===== src/rtl/poly_feeder_pkg.sv =====
// Shared types and helpers for the quadratic-datapath operand feeder.
package poly_feeder_pkg;

    typedef enum logic [2:0] {
        COLLECT,
        SETUP,
        PRESS,
        RELEASE,
        WAIT_RES,
        HOLD
    } feeder_state_t;

    typedef enum logic [1:0] {
        IDX_A = 2'd0,
        IDX_B = 2'd1,
        IDX_C = 2'd2,
        IDX_X = 2'd3
    } operand_idx_t;

    // Wide enough to hold the largest (N-1) load value of any timed state.
    function automatic int timer_width(input int setup_cyc, input int go_high_cyc,
                                       input int go_low_cyc, input int result_wait);
        int longest;
        longest = setup_cyc;
        if (go_high_cyc > longest) longest = go_high_cyc;
        if (go_low_cyc > longest) longest = go_low_cyc;
        if (result_wait > longest) longest = result_wait;
        return $clog2(longest + 1);
    endfunction

endpackage


===== src/rtl/feeder_timer.sv =====
// Down-counter that measures state dwell time; done is high while the count reads zero.
module feeder_timer #(
    parameter int TW = 3
) (
    input  logic          clk,
    input  logic          reset,
    input  logic          load,
    input  logic [TW-1:0] load_val,
    output logic          done
);

    logic [TW-1:0] count;

    always_ff @(posedge clk) begin
        if (reset) begin
            count <= '0;
        end else if (load) begin
            count <= load_val;
        end else if (count != '0) begin
            count <= count - TW'(1);
        end
    end

    assign done = (count == '0);

endmodule


===== src/rtl/poly_operand_feeder.sv =====
// Collects A, B, C, X, replays each to the quadratic datapath as a timed go press,
// then captures the datapath result and offers it on a valid/ready output.
module poly_operand_feeder
    import poly_feeder_pkg::*;
#(
    parameter int W           = 8,
    parameter int SETUP_CYC   = 1,
    parameter int GO_HIGH_CYC = 2,
    parameter int GO_LOW_CYC  = 2,
    parameter int RESULT_WAIT = 6
) (
    input  logic         clk,
    input  logic         reset,
    input  logic [W-1:0] in_data,
    input  logic         in_valid,
    output logic         in_ready,
    output logic [W-1:0] dp_data,
    output logic         dp_go,
    input  logic [W-1:0] dp_result,
    output logic [W-1:0] out_result,
    output logic         out_valid,
    input  logic         out_ready,
    output logic         busy
);

    localparam int TW = timer_width(SETUP_CYC, GO_HIGH_CYC, GO_LOW_CYC, RESULT_WAIT);

    feeder_state_t state;
    operand_idx_t  idx;
    logic [W-1:0]  operand_buf [4];

    logic          timer_load;
    logic [TW-1:0] timer_val;
    logic          timer_done;

    feeder_timer #(
        .TW(TW)
    ) u_timer (
        .clk     (clk),
        .reset   (reset),
        .load    (timer_load),
        .load_val(timer_val),
        .done    (timer_done)
    );

    // Load the timer on the same edge that enters the next timed state.
    always_comb begin
        timer_load = 1'b0;
        timer_val  = '0;
        case (state)
            COLLECT: begin
                if (in_valid && in_ready && idx == IDX_X) begin
                    timer_load = 1'b1;
                    timer_val  = TW'(SETUP_CYC - 1);
                end
            end
            SETUP: begin
                if (timer_done) begin
                    timer_load = 1'b1;
                    timer_val  = TW'(GO_HIGH_CYC - 1);
                end
            end
            PRESS: begin
                if (timer_done) begin
                    timer_load = 1'b1;
                    timer_val  = TW'(GO_LOW_CYC - 1);
                end
            end
            RELEASE: begin
                if (timer_done) begin
                    timer_load = 1'b1;
                    timer_val  = (idx == IDX_X) ? TW'(RESULT_WAIT - 1) : TW'(SETUP_CYC - 1);
                end
            end
            default: begin
                timer_load = 1'b0;
                timer_val  = '0;
            end
        endcase
    end

    always_ff @(posedge clk) begin
        if (reset) begin
            state       <= COLLECT;
            idx         <= IDX_A;
            operand_buf <= '{default: '0};
            in_ready    <= 1'b1;
            dp_go       <= 1'b0;
            dp_data     <= '0;
            out_valid   <= 1'b0;
            out_result  <= '0;
            busy        <= 1'b0;
        end else begin
            case (state)
                COLLECT: begin
                    if (in_valid && in_ready) begin
                        operand_buf[idx] <= in_data;
                        if (idx == IDX_X) begin
                            idx      <= IDX_A;
                            state    <= SETUP;
                            in_ready <= 1'b0;
                            busy     <= 1'b1;
                            dp_data  <= operand_buf[IDX_A];
                        end else begin
                            idx <= operand_idx_t'(idx + 2'd1);
                        end
                    end
                end
                SETUP: begin
                    if (timer_done) begin
                        state <= PRESS;
                        dp_go <= 1'b1;
                    end
                end
                PRESS: begin
                    if (timer_done) begin
                        state <= RELEASE;
                        dp_go <= 1'b0;
                    end
                end
                RELEASE: begin
                    if (timer_done) begin
                        if (idx == IDX_X) begin
                            state <= WAIT_RES;
                        end else begin
                            idx     <= operand_idx_t'(idx + 2'd1);
                            dp_data <= operand_buf[operand_idx_t'(idx + 2'd1)];
                            state   <= SETUP;
                        end
                    end
                end
                WAIT_RES: begin
                    if (timer_done) begin
                        out_result <= dp_result;
                        out_valid  <= 1'b1;
                        state      <= HOLD;
                    end
                end
                HOLD: begin
                    if (out_ready) begin
                        out_valid <= 1'b0;
                        idx       <= IDX_A;
                        in_ready  <= 1'b1;
                        busy      <= 1'b0;
                        state     <= COLLECT;
                    end
                end
                default: begin
                    state <= COLLECT;
                end
            endcase
        end
    end

endmodule


===== config.mk =====
export PLATFORM = sky130hd
export DESIGN_NAME = poly_operand_feeder
export DESIGN_NICKNAME = d
export VERILOG_FILES = /design/src/rtl/poly_feeder_pkg.sv /design/src/rtl/feeder_timer.sv /design/src/rtl/poly_operand_feeder.sv
export SDC_FILE = /design/constraint.sdc
export NUM_CORES = 1
export LEC_CHECK = 0
export CORE_MARGIN = 5
export CORE_UTILIZATION = 58
export CTS_CLUSTER_DIAMETER = 120
export CTS_CLUSTER_SIZE = 8
export DETAILED_ROUTE_END_ITERATION = 8
export GPL_TIMING_DRIVEN = 1
export PLACE_DENSITY = 0.85
export SKIP_LAST_GASP = 1
export SYNTH_ARGS = -nofsm -noshare
export SYNTH_HDL_FRONTEND = slang
export SYNTH_SLANG_ARGS = --single-unit

===== constraint.sdc =====
create_clock -name clk -period 5.35 [get_ports clk]
set_input_delay 1.3375 -clock clk [delete_from_list [all_inputs] [get_ports clk]]
set_output_delay 1.3375 -clock clk [all_outputs]
set_load 0.01 [all_outputs]

======== Word level (Yosys, flattened, before mapping) ========
Cells that the tools add are included.
storage, ports and cells
  bits in registers ....................... 60
  logic and storage cells ................. 103
  output and inout port bits .............. 20
  bits of input ports ..................... 20
operators by class
  add/sub/neg operators ................... 2
  reduce and logical (&&, ||, !) cells .... 22
  bitwise logic cells ..................... 2
  multiplexer cells ....................... 47
  magnitude comparators ................... 3
  equality and inequality tests ........... 14
operators by type and width
  kind                  count
  $mux W8               7
  $mux W3               12
  $bwmux W32            1
  $pmux W3 S6           1
  $bmux W8 S2           1
  $demux W8 S2          1
  $ne A2 B2 Y1 const B  8
  $pmux W8 S2           1
  $mux W1               11
  $mux W2               5
  $pmux W1 S2           5
  $reduce_and A5 Y1     2
  $reduce_bool A2 Y1    5
  $reduce_and A7 Y1     1
  $eq A3 B2 Y1 const B  2
  $eq A3 B3 Y1 const B  2
  $ge A3 B3 Y1 const B  2
  $logic_not A3 Y1      2
  $not A2 Y3            2
  $pmux W2 S3           1
  $pmux W3 S2           1
  $reduce_and A3 Y1     2
  $reduce_bool A3 Y1    2
  $reduce_and A2 Y1     2
  other kinds (9)       11

======== Logic depth before layout (Yosys ltp) ========
Gate-level depths: netlist (run 1).
  depth after elaboration ................. 8
  depth in mapped cells ................... 8
  gate-level depth less buffers ........... 6

======== Modules after synthesis ========
A second synthesis (run 1) with hierarchy kept.
second synthesis, totals
  cell total of the unflattened synthesis .. 290
  area, all modules ....................... 2763.9 um2
modules (own cells, without submodules)
  module               instances  cells each  sequential area each (um2)  area an instance (um2)
  poly_operand_feeder  1          268         1141.1                      2557.5
  feeder_timer         1          22          60.1                        206.4

======== Worst setup path before layout (run 1) ========
Ideal clock, no wire load.
  path type ............................... input port to flip-flop
  from .................................... in in_valid
  to ...................................... reg dp_data[7]
  cell stages on the path ................. 5
  slack ................................... 3157 ps
  required time ........................... 5276 ps
  arrival ................................. 2119 ps
  setup time .............................. 74 ps
  buffers on the path ..................... 1
  cell sequence ........................... nand3_1 nor4_1 buf_2 o31ai_1 a31oi_1
between the ends
  cells in the longest elaborated chain, start to end .. 3
ends and longest elaborated chain
  element                             RTL line                    text
  from (decl)                         poly_operand_feeder.sv:15   input logic in_valid,
  $logic_and A1 B1 Y1                 poly_operand_feeder.sv:96   if (in_valid && in_ready) begin
  $ne A2 B2 Y1 (no source line)       n/a
  $reduce_and A5 Y1 (no source line)  n/a
  to (signal assigned)                poly_operand_feeder.sv:103  dp_data <= operand_buf[IDX_A];
  to (signal assigned)                poly_operand_feeder.sv:127  dp_data <= operand_buf[operand_idx_t'(idx + 2'd1)];
  to (decl)                           poly_operand_feeder.sv:17   output logic [W-1:0] dp_data,
Every way passes these cells.
A chain may end at the register's enable or synchronous reset.

==> results of run 1 <==
routing by layer:
metal | GRT usage | up-vias | wire [um]
met4 | 0.1066 | 0 | 129
met2 | 0.3399 | 96 | 2914
met1 | 0.2855 | 1125 | 2913
li1 | - | 1186 | -
met5 | 0 | - | 0
met3 | 0.06522 | 14 | 477
cell type report:
cell class / instances / share of cell area
Tap cell: 52 / 0.01990
Inverter: 10 / 0.01148
Timing Repair Buffer: 41 / 0.1240
Sequential cell: 60 / 0.3674
Multi-Input combinational cell: 228 / 0.4095
Clock buffer: 13 / 0.05473
Clock inverter: 3 / 0.01301
state kept, by name (all words and copies together), names as in the netlist:
name / count
busy: 1
dp_data: 8
dp_go: 1
idx: 2
in_ready: 1
operand_buf: 32
out_result: 8
out_valid: 1
state: 3
u_timer.count: 3
layout by cell type, fill, tap and decap left out, types with 4 or more instances in the layout:
cell type	Yosys	routed
o21ai_0	8	8
nand4_1	4	4
nor2_1	13	13
o22ai_1	8	8
clkdlybuf4s50_1	0	39
nor2b_1	4	4
ha_1	6	6
clkbuf_8	0	13
inv_1	9	9
nand2_1	55	55
a21oi_1	41	41
and2_1	7	7
a221o_1	7	7
dfxtp_1	60	60
mux2i_1	16	16
nand3_1	31	31
stage by stage:
step / power [mW] / instances / util / setup WS [ns] / hold WS (ns)
2_1_floorplan: 0.8282 / 322 / - / 3.157 / 0.4317
3_3_place_gp: 0.8973 / 391 / 0.6858 / 2.192 / 0.4377
3_5_place_dp: 0.9122 / 391 / 0.6858 / 2.140 / 0.4444
4_1_cts: 1.355 / 407 / 0.7356 / 2.514 / 0.4540
5_1_grt: 1.423 / 407 / 0.7356 / 2.334 / 0.4761
6_report: 1.350 / 407 / 0.7356 / 2.471 / 0.4521
report_power, final:
part | internal, mW | total (mW) | switching (mW)
clock network | 0.265 | 0.441 | 0.176
logic | 0.133 | 0.362 | 0.229
registers | 0.495 | 0.547 | 0.0516
final timing paths:
path / start / slack [ns] / to / cells after the start
hold reg to reg: operand_buf[11] / 0.45 / operand_buf[11] / 2
hold / removal: operand_buf[11] / 0.45 / operand_buf[11] / 2
setup / recovery: reset / 2.47 / dp_data[1] / 5
setup reg to reg: idx[0] / 2.87 / dp_data[2] / 6
critical path, cell delays in order:
cell and delay [ns]:
clkdlybuf4s50_1 0.47, buf_4 0.45, inv_1 0.31, o21ai_1 0.35, o22ai_1 0.17
cells by family after synthesis:
| logic type | after synthesis | synth area share |
|---|---|---|
| AND/OR/NAND/NOR | 126 | 0.2220 |
| AO/OA/AOI/OAI | 79 | 0.1844 |
| flip-flops | 60 | 0.4459 |
| buffers and inverters | 34 | 0.05712 |
| multiplexers | 16 | 0.05945 |
| adder cells (fa/ha/maj) | 6 | 0.02787 |
| XOR/XNOR | 1 | 0.003252 |
==> summary.txt, run 1 <==
Status -> completed
TritonCTS buffer count -> 9
Synth cell types -> 42
Syn nets -> 348
Synth top area share -> 0.4459
DP Area -> 0.003048 mm2
EDFF count, synth -> 0
Filler cells -> 359
Gr usage total -> 0.2213
Final Hold Fails -> 0
Post-synthesis register bit count -> 60
Clock tree root buffer cell -> clkbuf_8
Synth cell count leaders -> 60 x dfxtp_1, 55 x nand2_1, 41 x a21oi_1
Post-synth ARST share -> 0
Cts hold-fix bufs -> 0
Clock insertion delay at the later pin of the skew report -> 0.34 ns
Final Max Slew Viols -> 0
Final nets -> 376
Power per cell area -> 413.0 mW/mm2
Post-DP HPWL -> 4374 um
Final min period -> 2.879 ns
Die height -> 78.15 um
Worst vdd ir -> 235.7 uV
Gr ovfl total -> 0
FMAX -> 347.4 MHz
Setup TNS -> 0 ns
Slew @ Worst Pin -> 0.9002 ns
Area leader, netlist -> dfxtp_1
Drt wl/cell -> 15.81 um
Cells after Synth -> 322
Post-cts repair resize count -> 0
Tcrit/Tclk final -> 0.5380
Leakage -> 1.198 nW
# DRC -> 0
Initial antenna violation count -> 0
Sinks on Clock Net -> 60
Core Footprint -> 0.004444 mm2
Critical Path Sink Type -> flop
Sequential area share after synthesis -> 0.4459
Post-Layout Inst Area -> 0.003269 mm2
DRT Pass-1 Iters -> 4
Count leader, synth -> dfxtp_1
Area occupied by multi-input gates -> 0.001339 mm2
CTS tree -> done
Vias in the first global route -> 2,285
Hold Crit Class -> flop to flop
Starting DRT DRC Count -> 235
Clk buf depth -> 2
Chip width -> 78.15 um
Routability Congestion -> 0.8378
Layout cells sized above 1 -> 0.06197
Top post-synthesis cells by area -> dfxtp_1 45%, nand2_1 7.7%, a21oi_1 7.6%
FP Rows -> 24
RSZ-0062 raised after global routing -> false
Slew HR -> 0.3999
CP Max Fanout -> 52
Mean Syn Cell Area -> 8.366 um2
I/O pins -> 40
CTS clk-pin slew, worst paths -> 0.07 ns
Number of max-cap violations -> 0
Crit path DAT -> 3.09 ns
Storage cell area -> 0.001201 mm2
Post-route antenna net violation count -> 0
Yosys warnings -> 0
Starting density of the core -> 0.6061
First-pass GRT wire length -> 10,720 um
CP required -> 5.56 ns
Via-to-Cell Ratio -> 5.948
Largest net degree at the start of global routing -> 53
Die Area -> 0.006107 mm2
Crit Path Class -> input port to flop
Final setup vio count -> 0
Crit start category -> input port
Postcts setup bufs -> 0
Post-Synthesis Cell Area -> 0.002694 mm2
Post-Route WL -> 6435 um
N_diodes -> 0
Area delta synth->final -> 21.37%
Port buffer count -> 39
Clock Skews -> 0.008126 ns
Post-synth top flop -> dfxtp_1
Routed vias -> 2,421
H-tree Lvls -> 3
Power figures use the tool's default switching activity.
==> run 2: changes to the inputs <==
--- a/config.mk
+++ b/config.mk
@@ -6,12 +6,12 @@
 export NUM_CORES = 1
 export LEC_CHECK = 0
 export CORE_MARGIN = 5
-export CORE_UTILIZATION = 58
+export CORE_UTILIZATION = 48
 export CTS_CLUSTER_DIAMETER = 120
 export CTS_CLUSTER_SIZE = 8
 export DETAILED_ROUTE_END_ITERATION = 8
 export GPL_TIMING_DRIVEN = 1
-export PLACE_DENSITY = 0.85
+export PLACE_DENSITY = 0.75
 export SKIP_LAST_GASP = 1
 export SYNTH_ARGS = -nofsm -noshare
 export SYNTH_HDL_FRONTEND = slang
==> constraint.sdc (replaced) <==
create_clock -name clk -period 2.55 [get_ports clk]
set_input_delay 0.6375 -clock clk [delete_from_list [all_inputs] [get_ports clk]]
set_output_delay 0.6375 -clock clk [all_outputs]
set_load 0.01 [all_outputs]
==> summary.txt, run 2 (synthesis gave the netlist of run 1 again) <==
Crit Path Class -> flop to flop
Sequential power share -> 0.401
Clock tree root buffer cell -> clkbuf_8
Hold_sp -> operand_buf[13]
DRT Pass-1 Iters -> 4
Tcrit/Tclk final -> 0.8159
Most common cell after layout, fill and taps aside -> dfxtp_1
Routability Congestion -> 0.8198
Commonest cells after routing, fill and taps aside -> 60 x dfxtp_1, 55 x nand2_1, 41 x a21oi_1, 39 x clkdlybuf4s50_1, 31 x nand3_1
Gr ovfl total -> 0
CP Max Fanout -> 8
CTS tree -> done
Final Max Slew Viols -> 0
Post-Route WL -> 6504 um
CTS clk-pin slew, worst paths -> 0.07 ns
Via-to-Cell Ratio -> 5.407
Reg with most FFs -> operand_buf
Pint -> 1.848 mW
Hold path cells -> 2
Crit path DAT -> 2.29 ns
Number of max-cap violations -> 0
Area delta synth->final -> 24.06%
H-tree Lvls -> 3
Post-Layout Inst Area -> 0.003342 mm2
FMAX -> 480.7 MHz
Reg-to-reg endpoint -> dp_data[6]
Postcts setup bufs -> 0
Largest net degree at the start of global routing -> 30
Final min period -> 2.080 ns
WHS Endpoint -> operand_buf[13]
Post-DP HPWL -> 4365 um
Power per cell area -> 843.3 mW/mm2
Status -> completed
TritonCTS buffer count -> 9
# DRC -> 0
Post-route antenna net violation count -> 0
Sinks on Clock Net -> 60
FP Rows -> 27
Hold Crit Class -> flop to flop
Vias in the first global route -> 2,265
CP required -> 2.76 ns
Starting DRT DRC Count -> 318
DP Cell Count -> 421
Chip width -> 84.92 um
Largest register FFs -> 32
Final nets -> 386
Hold WS -> 0.4533 ns
Crit start category -> flop
Port buffer count -> 39
Layout cells sized above 1 -> 0.08219
Die height -> 84.92 um
Flop2flop setup slack -> 0.47 ns
Clk network pwr share -> 0.299
Initial antenna violation count -> 0
Critical Path Sink Type -> flop
Switching part of the total power -> 0.3442
Slew HR -> 0.5947
CP Launch Point -> idx[1]
Starting density of the core -> 0.4922
Slew @ Worst Pin -> 0.6063 ns
N_diodes -> 0
Clock Skews -> 0.007424 ns
Switching pwr -> 0.9701 mW
Worst vdd ir -> 442.2 uV
Die Area -> 0.007211 mm2
DP Area -> 0.003148 mm2
Filler-free cell count of the finished design -> 437
Post-cts repair resize count -> 0
Cts hold-fix bufs -> 0
FF-to-FF Start -> idx[1]
Gr usage total -> 0.1891
Largest regs -> operand_buf: 32 flops, dp_data: 8 flops, out_result: 8 flops
I/O pins -> 40
First-pass GRT wire length -> 11,000 um
Clock insertion delay at the later pin of the skew report -> 0.33 ns
RSZ-0062 raised after global routing -> false
Setup TNS -> 0 ns
R2R depth -> 6
Leakage -> 1.236 nW
Core Footprint -> 0.005473 mm2
Clk buf depth -> 2
Final Hold Fails -> 0
Routed vias -> 2,363
Final setup vio count -> 0
Drt wl/cell -> 14.88 um
Combinational share of power -> 0.300
run 2: layout make-up:
| cell class | count | area (um2) |
|---|---|---|
| fillers | 501 | 2131 |
| multi-input cells | 228 | 1339 |
| flip-flops and latches | 60 | 1201 |
| repair buffers | 51 | 480.5 |
| clock buffers | 12 | 145.1 |
| well taps | 72 | 90.09 |
| clock inverters | 4 | 48.80 |
| inverters | 10 | 37.54 |
run 2: worst max path at each step:
stage,endpoint,slack [ns]
floorplan,dp_data[0],0.47
global placement,dp_data[7],0.35
detailed placement,dp_data[7],0.30
CTS,dp_data[6],0.48
global route,dp_data[6],0.36
finish,dp_data[6],0.47
run 2: power groups by stage:
stage	Sequential [mW]	Combinational, mW	Clock [mW]
floorplan	1.12	0.618	0
global placement	1.14	0.814	0
detailed placement	1.15	0.831	0
CTS	1.13	0.838	0.861
global route	1.15	0.934	0.908
finish	1.13	0.844	0.844
run 2: per-layer routing:
metal | part of all wire | vias to the layer above | global-route usage
met1 | 0.47 | 1062 | 0.2528
met4 | 0.015 | 0 | 0.09209
met5 | 0 | - | 0
met3 | 0.055 | 7 | 0.03398
li1 | - | 1206 | -
met2 | 0.46 | 88 | 0.2940
run 2: critical path: stages (launching register included):
cell and delay, ns:
dfxtp_1 0.37, inv_1 0.09, ha_1 0.38, clkinv_1 0.32, a21oi_4 0.42, mux2i_1 0.27
o22ai_1 0.10
run 2: stage by stage:
step	power [mW]	utilization	worst slack, ns
6_report	2.818	0.6107	0.4695
5_1_grt	2.992	0.6107	0.3552
4_1_cts	2.828	0.6107	0.4841
3_5_place_dp	1.981	0.5752	0.2964
3_3_place_gp	1.958	0.5752	0.3495
2_1_floorplan	1.738	-	0.4743
